$ cat src/rtl/multi_digit_display.sv
`default_nettype none
// ============================================================================
// Module  : multi_digit_display
// Brief   : Decimal number object: double-dabble BCD, glyph ROM, LZ blank, blink.
// Revision: 1.0
// ============================================================================
module multi_digit_display #(
  parameter int         NUM_DIGITS   = 4,
  parameter int         VALUE_W      = 14,
  parameter int         SCALE_SHIFT  = 0,
  parameter logic [7:0] DIGIT_COLOR  = 8'h00,
  parameter bit         BLANK_LZ     = 1'b1,
  parameter int         BLINK_FRAMES = 15
) (
  input  logic               clk,
  input  logic               resetN,
  input  logic               startOfFrame,
  input  logic               value_valid,
  input  logic [VALUE_W-1:0] value_in,
  output logic               value_ready,
  input  logic [10:0]        pixelX,
  input  logic [10:0]        pixelY,
  input  logic [10:0]        topLeftX,
  input  logic [10:0]        topLeftY,
  input  logic               blink_en,
  output logic               drawingRequest,
  output logic [7:0]         RGBout
);

  localparam int                c_bcd_w   = 4 * NUM_DIGITS;
  localparam int                c_cnt_w   = $clog2(VALUE_W + 1);
  localparam int                c_blk_w   = (BLINK_FRAMES > 1) ? $clog2(BLINK_FRAMES) : 1;
  localparam logic [31:0]       c_max_val = 32'(10 ** NUM_DIGITS - 1);
  localparam logic signed [11:0] c_obj_w  = 12'(NUM_DIGITS * (16 << SCALE_SHIFT));
  localparam logic signed [11:0] c_obj_h  = 12'(32 << SCALE_SHIFT);

  typedef enum logic [1:0] {ST_IDLE, ST_CONV, ST_WAIT} state_t;

  state_t               r_state, w_next;
  logic [VALUE_W-1:0]   r_bin;
  logic [c_bcd_w-1:0]   r_bcd, w_adj, r_shown;
  logic [c_cnt_w-1:0]   r_cnt;
  logic                 r_sat;
  logic [c_blk_w-1:0]   r_blk_cnt;
  logic                 r_phase_on;
  logic                 r_draw;

  always_ff @(posedge clk or negedge resetN) begin
    if (!resetN) r_state <= ST_IDLE;
    else         r_state <= w_next;
  end

  always_comb begin
    w_next = r_state;
    case (r_state)
      ST_IDLE: if (value_valid) w_next = ST_CONV;
      ST_CONV: if (r_cnt == c_cnt_w'(VALUE_W - 1)) w_next = ST_WAIT;
      ST_WAIT: if (startOfFrame) w_next = ST_IDLE;
      default: w_next = ST_IDLE;
    endcase
  end

  assign value_ready = (r_state == ST_IDLE);

  always_comb begin
    w_adj = r_bcd;
    for (int i = 0; i < NUM_DIGITS; i++)
      if (r_bcd[4*i +: 4] >= 4'd5) w_adj[4*i +: 4] = r_bcd[4*i +: 4] + 4'd3;
  end

  always_ff @(posedge clk or negedge resetN) begin
    if (!resetN) begin
      r_bin   <= '0;
      r_bcd   <= '0;
      r_cnt   <= '0;
      r_sat   <= 1'b0;
      r_shown <= '0;
    end else begin
      case (r_state)
        ST_IDLE: if (value_valid) begin
          r_bin <= value_in;
          r_bcd <= '0;
          r_cnt <= '0;
          r_sat <= (32'(value_in) > c_max_val);
        end
        ST_CONV: begin
          r_bcd <= c_bcd_w'({w_adj, r_bin[VALUE_W-1]});
          r_bin <= {r_bin[VALUE_W-2:0], 1'b0};
          r_cnt <= r_cnt + c_cnt_w'(1);
        end
        ST_WAIT: if (startOfFrame) r_shown <= r_sat ? {NUM_DIGITS{4'd9}} : r_bcd;
        default: ;
      endcase
    end
  end

  // Blink phase: toggles every BLINK_FRAMES frame starts while enabled
  always_ff @(posedge clk or negedge resetN) begin
    if (!resetN) begin
      r_blk_cnt  <= '0;
      r_phase_on <= 1'b1;
    end else if (!blink_en) begin
      r_blk_cnt  <= '0;
      r_phase_on <= 1'b1;
    end else if (startOfFrame) begin
      if (r_blk_cnt == c_blk_w'(BLINK_FRAMES - 1)) begin
        r_blk_cnt  <= '0;
        r_phase_on <= ~r_phase_on;
      end else begin
        r_blk_cnt  <= r_blk_cnt + c_blk_w'(1);
      end
    end
  end

  // Seven-segment style 16x32 glyphs, seg = {a,b,c,d,e,f,g}
  function automatic logic [15:0] glyph_row(input logic [3:0] d, input logic [4:0] r);
    logic [6:0]  seg;
    logic [15:0] row;
    case (d)
      4'd0: seg = 7'b1111110;
      4'd1: seg = 7'b0110000;
      4'd2: seg = 7'b1101101;
      4'd3: seg = 7'b1111001;
      4'd4: seg = 7'b0110011;
      4'd5: seg = 7'b1011011;
      4'd6: seg = 7'b1011111;
      4'd7: seg = 7'b1110000;
      4'd8: seg = 7'b1111111;
      4'd9: seg = 7'b1111011;
      default: seg = 7'b0000000;
    endcase
    row = 16'h0000;
    if (seg[6] && r <= 5'd3)                row = row | 16'h1FF8;
    if (seg[0] && r >= 5'd14 && r <= 5'd17) row = row | 16'h1FF8;
    if (seg[3] && r >= 5'd28)               row = row | 16'h1FF8;
    if (seg[5] && r <= 5'd17)               row = row | 16'h001C;
    if (seg[4] && r >= 5'd14)               row = row | 16'h001C;
    if (seg[2] && r >= 5'd14)               row = row | 16'h3800;
    if (seg[1] && r <= 5'd17)               row = row | 16'h3800;
    return row;
  endfunction

  logic signed [11:0] w_off_x, w_off_y;
  logic               w_inside, w_blank, w_lz, w_pix;
  logic [2:0]         w_k;
  logic [3:0]         w_col, w_digit;
  logic [4:0]         w_row;
  logic [15:0]        w_row_bits;

  assign w_off_x  = {1'b0, pixelX} - {1'b0, topLeftX};
  assign w_off_y  = {1'b0, pixelY} - {1'b0, topLeftY};
  assign w_inside = !w_off_x[11] && !w_off_y[11] && (w_off_x < c_obj_w) && (w_off_y < c_obj_h);
  assign w_k      = w_off_x[4+SCALE_SHIFT +: 3];
  assign w_col    = w_off_x[SCALE_SHIFT +: 4];
  assign w_row    = w_off_y[SCALE_SHIFT +: 5];

  // w_lz tracks "all digits from the MS end up to i are zero"
  always_comb begin
    w_digit = 4'd0;
    w_blank = 1'b0;
    w_lz    = 1'b1;
    for (int i = 0; i < NUM_DIGITS; i++) begin
      w_lz = w_lz && (r_shown[4*(NUM_DIGITS-1-i) +: 4] == 4'd0);
      if (w_k == 3'(i)) begin
        w_digit = r_shown[4*(NUM_DIGITS-1-i) +: 4];
        w_blank = BLANK_LZ && (i < NUM_DIGITS - 1) && w_lz;
      end
    end
  end

  assign w_row_bits = glyph_row(w_digit, w_row);
  assign w_pix      = w_row_bits[4'd15 - w_col];

  always_ff @(posedge clk or negedge resetN) begin
    if (!resetN) r_draw <= 1'b0;
    else         r_draw <= w_inside && !w_blank && r_phase_on && w_pix;
  end

  assign drawingRequest = r_draw;
  assign RGBout         = DIGIT_COLOR;

endmodule
`default_nettype wire

$ cat config.mk
export PLATFORM = sky130hd
export DESIGN_NAME = multi_digit_display
export DESIGN_NICKNAME = d
export VERILOG_FILES = /design/src/rtl/multi_digit_display.sv
export SDC_FILE = /design/constraint.sdc
export NUM_CORES = 1
export LEC_CHECK = 0
export CAP_MARGIN = 15
export CORE_MARGIN = 2
export CORE_UTILIZATION = 24
export CTS_CLUSTER_DIAMETER = 60
export DETAILED_ROUTE_END_ITERATION = 12
export DONT_BUFFER_PORTS = 1
export GPL_ROUTABILITY_DRIVEN = 0
export SLEW_MARGIN = 20
export SYNTH_ARGS = -nofsm -noshare
export SYNTH_HDL_FRONTEND = slang
export SYNTH_SLANG_ARGS = --single-unit
export TNS_END_PERCENT = 20
$ cat constraint.sdc
create_clock -name clk -period 5.2 [get_ports clk]
set_clock_uncertainty 0.15 [all_clocks]
set_input_delay 1.04 -clock clk [delete_from_list [all_inputs] [get_ports clk]]
set_output_delay 1.04 -clock clk [all_outputs]
set_load 0.02 [all_outputs]
==> qor.yml, run 1 <==
yosys:
  syn_avg_cell_area_um2: 8.443
  ys_warn_count: 0
  ys.flop_type: "dfrtp_1"
  yosysSeqAreaShare_pct: 33.15
  ys_types: 64
  synth.top_cell.area_share_pct: 32.56
  synth_area_leaders: "dfrtp_1 (33%), ha_1 (11%), o21ai_0 (5.1%)"
  yosysTopAreaCell: "dfrtp_1"
  synth_edf_count: 0
  syn-cell-area_mm2: 0.004458
  synth-seq-cells: 59
  netlist_instances: 528
  async_flop_share_pct: 100.0
cells_and_area:
  drive_gt1_share_pct: 6.780
  num-nets-final: 629
  nFillCells: 1920
  seqCellArea_mm2: 0.001478
  diodes: 0
  area_delta_synth_final_pct: 12.04
  multi_input_area_mm2: 0.002721
  final_cell_mix: "nor2_1 (58), dfrtp_1 (58), o21ai_0 (45)"
sta:
  hold_viol_final: 0
  slew_headroom_pct: 51.77
  fin_crit_sh_pct: 94.65
  maxSlewViolCount: 0
  period_needed_ns: 4.922
  rsz0062_at_grt: "false"
  worst_slew_pin_slew_ns: 0.7183
  fin_ws_ns: 0.2782
  setup_viol: 0
  fin_setup_tns_ns: 0
  fmax_mhz: 203.2
floorplan:
  die_w_um: 140.3
  dieArea_mm2: 0.01968
  pin_count: 73
  die_h_um: 140.3
  coreArea_mm2: 0.01809
  start_util_pct: 24.65
  num_rows: 49
clock_network:
  clk_pin_slew_ns: 0.06
  numCtsBuffers: 9
  clock_sinks: 59
  clk_latency_ns: 0.33
  cts-root-buf: "clkbuf_16"
  cts_resized: 0
  post_cts_buffers: 0
  clock_path_buffers: 2
  tritoncts: "built"
  cts_hold_buffers: 0
  h-tree-depth: 3
pwr:
  internal_power_uw: 1402
  switching_share_pct: 39.80
  peakVddDrop_uv: 251.4
  clkPwrFrac_pct: 25.9
  power_density_mw_per_mm2: 466.2
  p_sw_uw: 926.9
  p_seq_share_pct: 33.9
  combinationalPowerShare_pct: 40.2
  p_leak_uw: 0.002201
critical_path:
  crit_type: "in -> reg"
  cp-start-kind: "input port"
  cp.required_ns: 5.26
  crit_chain: "inv_1 > ha_1 > inv_1 > fa_1 > a211oi_4 > nor3_1 > o21ai_1 > nand4b_1 > a21oi_1 > or2_2 > inv_1 > ha_1 > o31ai_1 > a21oi_1 > a21oi_1 > nor2_1 > a21bo_1 > a221o_1 > a2111oi_2"
  worstPathArrival_ns: 4.98
  crit_slowest_cell: "fa_1"
  cp_max_fo: 5
  cp_slowest_stage_delay_ns: 0.45
  cp-end-kind: "flip-flop"
route:
  first_pass_iters: 4
  ant_nets: 0
  via_count: 3676
  wl_per_cell_um: 13.03
  viasPerCell: 4.837
  drc: 0
  drt-total-wl_um: 9902
  drtIter0Drc: 249
place:
  place.port_buffers: 0
  post-place-ws_ns: 0.001310
  dp.final_hpwl_um: 7421
hold_path:
  min_path_type: "in -> async"
grt:
  grt_max_degree: 60
  antenna_found_initial: 0
  overflow: 0
  grt_pass1_wl_um: 16960
  grtUsageTotal_pct: 10.38
  grt_pass1_vias: 3583
run_status:
  status: "completed"
job:
  max_cap_viol_count: 0
[kinds of logic after synthesis]
| logic type | share of synthesized area (%) |
|---|---|
| buffers and inverters | 6.399 |
| AND/OR/NAND/NOR | 18.94 |
| flip-flops | 33.15 |
| adder cells (fa/ha/maj) | 11.56 |
| multiplexers | 2.891 |
| AO/OA/AOI/OAI | 23.44 |
| other | 0.08412 |
| XOR/XNOR | 3.537 |
[cell type report]
class                           count  share of cell area (%)
Timing Repair Buffer                5                  0.8267
Tap cell                          229                   5.736
Clock buffer                        9                   4.509
Inverter                           43                   3.231
Clock inverter                      7                   1.628
Sequential cell                    59                   29.58
Multi-Input combinational cell    408                   54.48
[critical path: cells and delay by family]
| family | cells | cell delay, ns |
|---|---|---|
| AO/OA/AOI/OAI | 9 | 2.39 |
| buffers and inverters | 3 | 0.15 |
| adder cells (fa/ha/maj) | 3 | 0.82 |
| AND/OR/NAND/NOR | 4 | 0.56 |
[stage by stage]
| stage | util, % | area, um2 | instances | power, uW | hold slack, ns |
|---|---|---|---|---|---|
| 6_report | 27.62 | 4995 | 760 | 2329 | 0.2552 |
| 3_3_place_gp | 25.86 | 4677 | 743 | 1712 | 0.3267 |
| 3_5_place_dp | 25.86 | 4677 | 743 | 1731 | 0.3376 |
| 5_1_grt | 27.62 | 4995 | 760 | 2550 | 0.2298 |
| 4_1_cts | 27.55 | 4984 | 759 | 2351 | 0.2372 |
| 2_1_floorplan | - | 4484 | 535 | 1529 | 0.2990 |
[registers in the layout, summed over array words and instances, names as in the netlist]
signal	count
r_phase_on	1
r_state	2
r_sat	1
r_shown	16
r_bin	14
drawingRequest	1
r_blk_cnt	4
r_bcd	16
r_cnt	4
[Yosys cell counts (all sizes together), types with 11 or more instances]
library cell   n
clkbuf        14
ha            38
nand3         21
nor2          59
o21ai         47
nand2b        20
inv           43
o22ai         19
buf           11
o31ai         11
a21oi         29
dfrtp         58
nand2         39
[power by group through the flow]
| stage | sequential (uW) | combinational (uW) | clock, uW |
|---|---|---|---|
| 5_1_grt | 817 | 1090 | 644 |
| 3_3_place_gp | 792 | 921 | 0 |
| 6_report | 790 | 935 | 603 |
| 2_1_floorplan | 735 | 794 | 0 |
| 3_5_place_dp | 796 | 935 | 0 |
| 4_1_cts | 790 | 940 | 621 |
[path summary, 6_finish.rpt]
check	start	to	slack [ns]	cells past startpoint
hold / removal	resetN	r_bcd[13]	0.26	0
min in group clk	r_shown[2]	r_shown[2]	0.34	2
setup / recovery	pixelX[0]	drawingRequest	0.28	19
hold reg to reg	r_shown[2]	r_shown[2]	0.34	2
setup reg to reg	r_shown[5]	drawingRequest	1.99	12
max in group asynchronous	resetN	r_phase_on	4.46	0
[metal layers]
metal	vias up	global-route usage, %	part of all wire [%]
met5	-	0	0
met4	0	2.499	0.58
met3	6	2.872	4.7
met2	79	16.18	45
met1	1724	14.29	50
li1	1867	-	-
(Power assumes the default switching activity.)
==> run 2: changes to the inputs <==
clock period = 4.95 ns   (was 5.2 ns; I/O delays follow)
==> qor.yml, run 2 (synthesis gave the netlist of run 1 again) <==
run_status:
  status: "completed"
clock_network:
  clock_sinks: 59
  h-tree-depth: 3
  cts_resized: 0
  tritoncts: "built"
  cts_hold_buffers: 0
  clk_latency_ns: 0.33
  cts-root-buf: "clkbuf_16"
  numCtsBuffers: 9
  clk_pin_slew_ns: 0.06
  clock_path_buffers: 2
  post_cts_buffers: 0
critical_path:
  cp.required_ns: 5.02
  rrSetupSlack_ns: 1.86
  timing.rr.start: "r_shown[5]"
  crit_type: "in -> reg"
  r2r-end: "drawingRequest"
  r2r_cells: 12
  cp-start-kind: "input port"
  cp_max_fo: 5
  worstPathArrival_ns: 4.78
  cp-end-kind: "flip-flop"
  crit_end: "drawingRequest"
  startpoint: "pixelX[0]"
pwr:
  power_density_mw_per_mm2: 495.9
  p_leak_uw: 0.002218
  peakVddDrop_uv: 249.4
sta:
  hold_viol_final: 0
  fmax_mhz: 212.5
  maxSlewViolCount: 0
  setup_viol: 0
  slew_headroom_pct: 28.84
  fin_setup_tns_ns: 0
  worst_slew_pin_slew_ns: 1.064
  rsz0062_at_grt: "false"
  period_needed_ns: 4.707
  fin_crit_sh_pct: 95.08
route:
  wl_per_cell_um: 13.25
  drc: 0
  drt-total-wl_um: 10110
  via_count: 3674
  ant_nets: 0
  drtIter0Drc: 254
  first_pass_iters: 4
  viasPerCell: 4.815
place:
  place.port_buffers: 0
  dp.final_hpwl_um: 7493
  dp.cells: 747
floorplan:
  num_rows: 49
  die_h_um: 140.3
  start_util_pct: 24.65
  die_w_um: 140.3
  pin_count: 73
  dieArea_mm2: 0.01968
  coreArea_mm2: 0.01809
grt:
  grt_pass1_wl_um: 16720
  antenna_found_initial: 0
  grt_pass1_vias: 3536
  grt_max_degree: 60
  overflow: 0
  grtUsageTotal_pct: 10.34
cells_and_area:
  nFillCells: 1949
  layoutNonFillerInstCount: 763
  diodes: 0
  drive_gt1_share_pct: 7.116
  final_cell_mix: "nor2_1 (58), dfrtp_1 (58), o21ai_0 (45)"
  final_util_pct: 27.78
  area_delta_synth_final_pct: 12.71
  num-nets-final: 632
  multi_input_area_mm2: 0.002721
  reg.largest.list: "r_bcd x16, r_shown x16, r_bin x14"
  seqCellArea_mm2: 0.001478
job:
  max_cap_viol_count: 0
hold_path:
  min_path_type: "in -> async"
## run 2: report_power, final
group	internal (uW)	switching (uW)
Clock	441	229
Combinational	418	572
Sequential	663	169
Total	1520	969
## run 2: worst min path at each step
| stage | cells past startpoint | end | slack (ns) | from |
|---|---|---|---|---|
| after floorplan | 2 | r_shown[1] | 0.30 | r_shown[1] |
| after global placement | 2 | r_bin[9] | 0.33 | r_bin[9] |
| after detailed placement | 2 | r_bin[9] | 0.34 | r_bin[9] |
| after CTS | 0 | r_bin[5] | 0.18 | resetN |
| after global routing | 0 | r_bin[5] | 0.18 | resetN |
| final | 0 | r_bin[5] | 0.20 | resetN |
## run 2: final cells by class
cell class	instances	area share, %
Clock buffer	10	4.557
Tap cell	229	5.702
Multi-Input combinational cell	408	54.16
Clock inverter	6	1.768
Timing Repair Buffer	8	1.195
Inverter	43	3.212
Sequential cell	59	29.41
## run 2: critical path: stages
cell and delay [ns]:
inv_1 0.04, ha_1 0.16, inv_1 0.05, fa_1 0.45
a211o_1 0.30, a21oi_1 0.18, o21ai_1 0.15, nand4b_1 0.13
a21oi_1 0.08, or2_2 0.35, ha_1 0.33, nand4b_1 0.17
o31ai_1 0.10, a21oi_1 0.06, a21oi_1 0.20, nor2_1 0.09
a21bo_1 0.17, a221o_1 0.38, a2111oi_2 0.37
## run 2: per-stage QoR
stage	setup slack [ns]	total power, uW	instance area [um2]	hold WS, ns
2_1_floorplan	0.2008	1606	4484	0.2990
3_3_place_gp	0.04920	1804	4707	0.3258
3_5_place_dp	-0.09768	1828	4707	0.3372
4_1_cts	0.2302	2508	5025	0.1846
5_1_grt	0.05118	2722	5025	0.1776
6_report	0.2433	2492	5025	0.1990
## run 2: per-layer routing
layer,vias up,GRT usage [%],part of all wire (%)
li1,1862,-,-
met4,0,2.977,1.2
met1,1704,14.44,50
met2,97,15.58,43
met3,11,2.940,5.3
met5,-,0,0
==> run 3: changes to the inputs <==
RECOVER_POWER = 100   (was default)
==> qor.yml, run 3 (synthesis gave the netlist of run 1 again) <==
run_status:
  status: "finished with violations"
  violations: "capacitance limit, slew limit"
route:
  viasPerCell: 4.819
  drc: 0
  wl_per_cell_um: 13.22
  via_count: 3677
  met3_length_um: 556
  route.met2.wl_um: 4327
  top_layer: "met4"
  drt-met1-wl_um: 5086
  first_pass_iters: 4
  drt-total-wl_um: 10090
  ant_nets: 0
  drtIter0Drc: 250
sta:
  worst_slew_pin_slew_ns: 1.869
  period_needed_ns: 4.696
  maxSlewViolCount: 47
  fin_crit_sh_pct: 94.86
  hold_viol_final: 0
  rsz0062_at_grt: "false"
  fmax_mhz: 213.0
  setup_viol: 0
  holdWs_ns: 0.1987
  slew_headroom_pct: -24.63
clock_network:
  cts-root-buf: "clkbuf_16"
  tritoncts: "built"
  clock_sinks: 59
  clk_pin_slew_ns: 0.06
  h-tree-depth: 3
  cts_hold_buffers: 0
  clk_latency_ns: 0.33
  numCtsBuffers: 9
  clock_path_buffers: 2
  cts_resized: 0
  post_cts_buffers: 0
floorplan:
  pin_count: 73
  coreArea_mm2: 0.01809
  dieArea_mm2: 0.01968
  start_util_pct: 24.65
  die_w_um: 140.3
  die_h_um: 140.3
  num_rows: 49
critical_path:
  cp_max_fo: 5
  crit_type: "in -> reg"
  cp-end-kind: "flip-flop"
  cp.required_ns: 5.02
  cp-start-kind: "input port"
  worstPathArrival_ns: 4.77
place:
  dp.final_hpwl_um: 7493
  place.port_buffers: 0
  place_area_mm2: 0.004707
  dp.cells: 747
cells_and_area:
  multi_input_area_mm2: 0.002714
  area_delta_synth_final_pct: 12.38
  num-nets-final: 632
  layoutNonFillerInstCount: 763
  drive_gt1_share_pct: 6.742
  reg.largest.list: "r_bcd x16, r_shown x16, r_bin x14"
  nFillCells: 1950
  final_cell_mix: "nor2_1 (58), dfrtp_1 (58), o21ai_0 (45)"
  seqCellArea_mm2: 0.001478
  final_area_mm2: 0.005010
  diodes: 0
pwr:
  p_leak_uw: 0.002208
  peakVddDrop_uv: 249.9
  power_density_mw_per_mm2: 496.7
grt:
  grtUsageTotal_pct: 10.34
  grt_max_degree: 60
  grt_pass1_vias: 3536
  overflow: 0
  grt_pass1_wl_um: 16720
  antenna_found_initial: 0
hold_path:
  min_path_type: "in -> async"
job:
  max_cap_viol_count: 1
[run 3: path summary, 6_finish.rpt]
check                                 from        endpoint  slack [ns]  cells past startpoint
worst max register to register  r_shown[5]  drawingRequest        1.86                     12
worst min-delay path                resetN        r_bin[5]        0.20                      0
worst max-delay path             pixelX[0]  drawingRequest        0.25                     19
worst min register to register  r_shown[2]      r_shown[2]        0.34                      2
max in group asynchronous           resetN      r_phase_on        4.25                      0
min in group clk                r_shown[2]      r_shown[2]        0.34                      2
[run 3: per-stage QoR]
stage / total power [uW] / TNS (ns) / utilization (%) / setup WS [ns]
floorplan: 1606 / 0 / - / 0.2008
global placement: 1804 / 0 / 26.03 / 0.04920
detailed placement: 1828 / -0.09768 / 26.03 / -0.09768
CTS: 2508 / 0 / 27.78 / 0.2302
global route: 2718 / 0 / 27.70 / 0.04117
finish: 2489 / 0 / 27.70 / 0.2542
[run 3: routing by layer]
layer	vias to the layer above	track usage (%)
met1	1701	14.44
met3	11	2.940
met2	102	15.58
met4	0	2.977
li1	1863	-
met5	-	0
[run 3: cell type report]
| class | instances | area share (%) |
|---|---|---|
| sequential | 59 | 29.50 |
| tap | 229 | 5.719 |
| multi-input combinational | 408 | 54.17 |
| clock buffer | 10 | 4.570 |
| clock inverter | 6 | 1.773 |
| timing repair buffer | 8 | 1.049 |
| inverter | 43 | 3.222 |
[run 3: critical path: stages]
cell and delay [ns]:
inv_1 0.04, ha_1 0.16, inv_1 0.05, fa_1 0.43
a211o_1 0.30, a21oi_1 0.19, o21ai_1 0.16, nand4b_1 0.13
a21oi_1 0.08, or2_2 0.35, ha_1 0.33, nand4b_1 0.17
o31ai_1 0.10, a21oi_1 0.06, a21oi_1 0.20, nor2_1 0.09
a21bo_1 0.17, a221o_1 0.38, a2111oi_2 0.37
[run 3: power breakdown]
group	switching, uW	internal [uW]
registers	169	663
clock network	229	441
logic	572	415
